<file path="src/rtl/commit_trace_fifo.sv">
// commit_trace_fifo: captures retired instructions into a FWFT trace FIFO and
// tracks end-of-test (marker, overflow, idle timeout) for the harness.
module commit_trace_fifo #(
   parameter int XLEN    = 32,
   parameter int NRET    = 2,
   parameter int DEPTH   = 16,
   parameter int TIMEOUT = 1024
) (
   input  logic                       clk,
   input  logic                       reset,
   input  logic [NRET-1:0]            ret_valid,
   input  logic [NRET*XLEN-1:0]       ret_pc,
   input  logic [NRET*32-1:0]         ret_instr,
   input  logic [NRET*5-1:0]          ret_rd,
   input  logic [NRET*XLEN-1:0]       ret_rd_val,
   input  logic [NRET-1:0]            ret_wr,
   input  logic [XLEN-1:0]            v0_val,
   output logic                       out_valid,
   input  logic                       out_ready,
   output logic [XLEN-1:0]            out_pc,
   output logic [31:0]                out_instr,
   output logic [4:0]                 out_rd,
   output logic [XLEN-1:0]            out_rd_val,
   output logic                       out_wr,
   output logic [31:0]                out_seq,
   output logic [$clog2(DEPTH+1)-1:0] count,
   output logic [1:0]                 state,
   output logic                       overflow,
   output logic                       timeout,
   output logic                       pass
);
   localparam int AW = $clog2(DEPTH);
   localparam int CW = $clog2(DEPTH+1);
   localparam int IW = $clog2(TIMEOUT+1);

   typedef enum logic [1:0] {RUN, DRAIN, DONE, ERROR} state_e;

   state_e          state_q, state_d;
   logic [AW-1:0]   wptr_q, wptr_d, rptr_q, rptr_d;
   logic [CW-1:0]   count_q, count_d, n_valid, n_enq, free;
   logic [31:0]     seq_q, seq_d;
   logic [IW-1:0]   idle_q, idle_d;
   logic            overflow_q, overflow_d, timeout_q, timeout_d, pass_q, pass_d;
   logic [NRET-1:0] keep, wen;
   logic [CW-1:0]   wofs [NRET];
   logic [AW-1:0]   waddr [NRET];
   logic            marker, ovf, deq;

   logic [XLEN-1:0] pc_mem  [DEPTH];
   logic [31:0]     ins_mem [DEPTH];
   logic [4:0]      rd_mem  [DEPTH];
   logic [XLEN-1:0] val_mem [DEPTH];
   logic            wr_mem  [DEPTH];
   logic [31:0]     seq_mem [DEPTH];

   always_comb begin
      keep    = '0;
      marker  = 1'b0;
      n_valid = '0;
      // lanes younger than an end marker are discarded
      for (int i = 0; i < NRET; i++) begin
         wofs[i]  = n_valid;
         waddr[i] = wptr_q + AW'(n_valid);
         if (!marker && ret_valid[i]) begin
            keep[i] = 1'b1;
            n_valid = n_valid + CW'(1);
            if (ret_instr[i*32 +: 32] == 32'h0000_000C && v0_val == XLEN'('hA)) marker = 1'b1;
         end
      end
      free       = CW'(DEPTH) - count_q;
      ovf        = state_q == RUN && n_valid > free;
      wen        = (state_q == RUN && !ovf) ? keep : '0;
      n_enq      = (state_q == RUN && !ovf) ? n_valid : '0;
      deq        = count_q != '0 && out_ready;
      count_d    = count_q + n_enq - CW'(deq);
      wptr_d     = wptr_q + AW'(n_enq);
      rptr_d     = rptr_q + AW'(deq);
      seq_d      = seq_q + 32'(n_enq);
      idle_d     = idle_q;
      state_d    = state_q;
      overflow_d = overflow_q;
      timeout_d  = timeout_q;
      pass_d     = pass_q;
      if (state_q == RUN) begin
         idle_d = ret_valid == '0 ? idle_q + IW'(1) : '0;
         if (ovf) begin
            overflow_d = 1'b1;
            state_d    = ERROR;
         end else if (marker) begin
            state_d = DRAIN;
         end else if (idle_d == IW'(TIMEOUT)) begin
            timeout_d = 1'b1;
            state_d   = ERROR;
         end
      end else if (state_q == DRAIN && count_d == '0) begin
         state_d = DONE;
         pass_d  = 1'b1;
      end
   end

   always_ff @(posedge clk or negedge reset) begin
      if (!reset) begin
         state_q    <= RUN;
         wptr_q     <= '0;
         rptr_q     <= '0;
         count_q    <= '0;
         seq_q      <= '0;
         idle_q     <= '0;
         overflow_q <= 1'b0;
         timeout_q  <= 1'b0;
         pass_q     <= 1'b0;
      end else begin
         state_q    <= state_d;
         wptr_q     <= wptr_d;
         rptr_q     <= rptr_d;
         count_q    <= count_d;
         seq_q      <= seq_d;
         idle_q     <= idle_d;
         overflow_q <= overflow_d;
         timeout_q  <= timeout_d;
         pass_q     <= pass_d;
      end
   end

   always_ff @(posedge clk) begin
      for (int i = 0; i < NRET; i++) begin
         if (wen[i]) begin
            pc_mem[waddr[i]]  <= ret_pc[i*XLEN +: XLEN];
            ins_mem[waddr[i]] <= ret_instr[i*32 +: 32];
            rd_mem[waddr[i]]  <= ret_rd[i*5 +: 5];
            val_mem[waddr[i]] <= ret_rd_val[i*XLEN +: XLEN];
            wr_mem[waddr[i]]  <= ret_wr[i];
            seq_mem[waddr[i]] <= seq_q + 32'(wofs[i]);
         end
      end
   end

   assign out_valid  = count_q != '0;
   assign out_pc     = pc_mem[rptr_q];
   assign out_instr  = ins_mem[rptr_q];
   assign out_rd     = rd_mem[rptr_q];
   assign out_rd_val = val_mem[rptr_q];
   assign out_wr     = wr_mem[rptr_q];
   assign out_seq    = seq_mem[rptr_q];
   assign count      = count_q;
   assign state      = state_q;
   assign overflow   = overflow_q;
   assign timeout    = timeout_q;
   assign pass       = pass_q;
endmodule

</file>
<file path="config.mk">
export PLATFORM = sky130hd
export DESIGN_NAME = commit_trace_fifo
export DESIGN_NICKNAME = d
export VERILOG_FILES = /design/src/rtl/commit_trace_fifo.sv
export SDC_FILE = /design/constraint.sdc
export NUM_CORES = 2
export LEC_CHECK = 0
export CAP_MARGIN = 20
export CORE_ASPECT_RATIO = 1.4
export CORE_MARGIN = 1
export CORE_UTILIZATION = 51
export DETAILED_ROUTE_END_ITERATION = 8
export PLACE_DENSITY = 0.69
export SETUP_SLACK_MARGIN = 0.15
export SLEW_MARGIN = 20
export SYNTH_ARGS = -nofsm -noshare
export SYNTH_HDL_FRONTEND = slang
export SYNTH_SLANG_ARGS = --single-unit
</file>
<file path="constraint.sdc">
create_clock -name clk -period 14.62 [get_ports clk]
set_input_delay 2.924 -clock clk [delete_from_list [all_inputs] [get_ports clk]]
set_output_delay 2.924 -clock clk [all_outputs]
set_load 0.02 [all_outputs]
</file>
==> flow_summary.toml <==
[run_status]
status = "complete, no violations"

[synthesis]
async_flop_share_pct = 2.766
synth-simple-area-share_pct = 2.881
yosys.area_share.adder_pct = 0.2777
yosysUniqueCellTypes = 60
yosys.area.top_type = "edfxtp_1"
syn_avg_cell_area_um2 = 16.48
syn-cell-area_mm2 = 0.1117
synth_compound_area_share_pct = 2.159
syn_nets = 7042
synth_top_family_by_area = "multiplexers"
synth.area.mux_share_pct = 30.14
yosys-top-cells-area = "edfxtp_1 (58%), mux2_2 (16%), mux4_2 (13%)"
synth-xor-area-share_pct = 2.830
synth-edff-count = 2144
synth_warnings = 0
synth-main-ff-cell = "edfxtp_1"
yosysSeqAreaShare_pct = 58.99
ys_seq_elements = 2205
synth_top_area_share_pct = 57.62
synthCells = 6778

[clocking]
clock_sinks = 2205
insertion_delay_ps = 880
cts_hold_buf = 0
cts_setup_buffers = 0
cts_max_level = 4
clk_pin_slew_ps = 60
root_buffer = "clkbuf_16"
cts_buffers = 218
cts_resized = 0
clk_path_buf_depth = 4
cts_tree = "done"

[cells_and_area]
finalNetCount = 7042
drive_gt1_share_pct = 39.71
stdcell_area_mm2 = 0.1250
nFillCells = 16566
syn2layout_area_growth_pct = 11.88
instances_no_fill = 9832
fin_util_pct = 57.58

[detailed_routing]
wl_mm = 332.3
via_per_inst = 6.666
drc_errors = 0
m1WireLength_mm = 128.4
dr_wl_met3_mm = 29.58
drtAntennaViolNets = 0
highest_layer = "met5"
dr_wl_met2_mm = 164.4
first_pass_iters = 6
routed-via-count = 65545
routedWlPerCell_um = 33.80
drtIter0Drc = 7284

[flow_run]
timing.max_cap.violations = 0

[worst_setup_path]
path_max_fanout = 38
worstSetupPathType = "primary input to flop"
crit_arrival_ps = 11010
r2r-start = "wptr_q[1]"
cp-start-kind = "primary input"
required_ps = 15110
reg2regPathDepth = 8
timing.rr.end = "ins_mem[12][26]"
reg2reg_slack_ps = 8620
cp-end-kind = "flop"

[min_path]
min_from = "overflow"
holdCritPathClass = "flop to flop"
holdPathEnd = "overflow"
whs_path_depth = 1

[power]
p_leak_uw = 0.03895
p_total_uw = 18780
peakVddDrop_v = 0.0002641
power.density_mw_per_mm2 = 150.2

[global_routing]
grt_pass1_wl_mm = 476.0
antenna_found_initial = 35
groute.usage.overall_pct = 29.83
grt_pass1_vias = 67184
overflow = 0
grt_max_degree = 136

[floorplanning]
die_h_um = 555.8
ios = 386
dieArea_mm2 = 0.2210
rows = 202
core_mm2 = 0.2171
die_w_um = 397.6
start_util_pct = 51.46

[timing]
slew_viol_final = 0
worst_clock_skew_ps = 32.40
hold_violations = 0
relSlewSlack_pct = 9.356
worst_pin_slew_ps = 1360
post-route-min-period_ps = 10530
max_freq_ghz = 0.09499
fin_crit_sh_pct = 72.00
setup_viol_count_final = 0
rsz0062_at_grt = "no"

[placement]
gp_congestion = 0.8794
dpl.cell_count = 9413
dp_hpwl_mm = 168.7
dpl_cell_area_mm2 = 0.1180
port_buffers = 385
[worst max-delay path: stages]
cell and delay (ps):
clkdlybuf4s50_1 950, nor4_1 850, nand4_1 270, nor4_2 720, a21boi_0 460, ha_1 490
inv_1 70, ha_1 280, a2bb2oi_1 60, o211ai_1 110, a21oi_1 90, nor2_1 830
nand3_4 970, o31ai_4 330, buf_4 760, buf_4 740
[cells by family (layout without fill, tap and decap cells)]
family / count (synthesis) / count (layout)
fa+ha+maj: 23 / 23
buf+inv: 749 / 919
simple gates: 651 / 651
other cells: 0 / 28
compound gates: 448 / 448
mux: 2341 / 2341
xor+xnor: 361 / 361
flops: 2205 / 2205
[Yosys cell counts, types with 25 or more instances]
cell,count
nor2_1,80
xor2_1,94
buf_1,64
mux2_1,50
clkbuf_1,488
mux2_2,1614
nand2_1,104
buf_2,177
edfxtp_1,2144
o21ai_0,375
dfrtp_1,61
nand3_1,272
nor3_1,90
xnor2_1,267
mux4_2,652
mux2i_1,25
[final cells by class]
cell class,count,area (um^2),share of cell area (%)
diodes,28,70.07,0.05605
inverters,17,63.81,0.05105
clock inverters,110,997.2,0.7977
clock buffers,280,5876,4.700
well taps,2856,3573,2.859
flip-flops and latches,2205,65930,52.74
repair buffers,512,5288,4.230
multi-input cells,3824,43210,34.57
[placed cells by master, fill, tap and decap left out, types with 10 or more instances in the layout]
cell type           n
edfxtp_1         2144
mux2_2           1614
mux4_2            652
clkdlybuf4s50_1   384
o21ai_0           365
nand3_1           270
xnor2_1           259
clkbuf_16         224
nand2_1           104
xor2_1             92
nor3_1             90
buf_4              90
nor2_1             63
dfrtp_1            54
mux2_1             50
clkbuf_1           50
clkinv_2           41
clkinv_1           41
buf_12             37
diode_2            28
mux2i_1            25
nor4_1             22
nand4_1            21
a21oi_1            20
ha_1               20
bufinv_16          18
inv_1              17
and3_1             15
nor2_4             15
o21ai_4            10
[per-stage QoR]
stage                     setup slack, ps  hold slack, ps  setup TNS [ps]
after detailed placement             3463           453.3               0
after global placement               3512           456.9               0
after global routing                 4046           490.4               0
after floorplan                     -1293           476.2        -2105760
final                                4093           479.5               0
after CTS                            4307           476.4               0
[worst max path at each step]
| stage | from | to | slack, ps | depth (start not counted) |
|---|---|---|---|---|
| final | ret_instr[31] | pc_mem[14][16] | 4090 | 16 |
| after global placement | ret_instr[31] | pc_mem[14][14] | 3510 | 16 |
| after global routing | ret_instr[31] | val_mem[3][4] | 4050 | 16 |
| after detailed placement | ret_instr[23] | pc_mem[14][14] | 3460 | 16 |
| after CTS | ret_instr[23] | pc_mem[14][16] | 4310 | 16 |
| after floorplan | ret_instr[22] | ins_mem[4][0] | -1290 | 12 |
[registers in the layout, summed over array words and instances, names as in the netlist, 4 cells and up]
register  count
val_mem     512
rptr_q        4
seq_mem     512
ins_mem     512
pc_mem      512
wr_mem       16
seq_q        32
rd_mem       80
idle_q       11
wptr_q        4
count         5
[per-layer routing]
layer | vias up | GRT usage, %
met5 | - | 0
met4 | 22 | 9.182
met3 | 628 | 5.164
met2 | 3290 | 49.55
met1 | 34679 | 40.03
li1 | 26926 | -
[report_power, final]
part	total, uW	internal [uW]	leakage (uW)	switching (uW)
Sequential	7120	6950	0.0201	169
Clock	5590	3140	0.00337	2450
Combinational	6070	2870	0.0155	3200
Note: power is estimated with default switching activity, not from simulation.
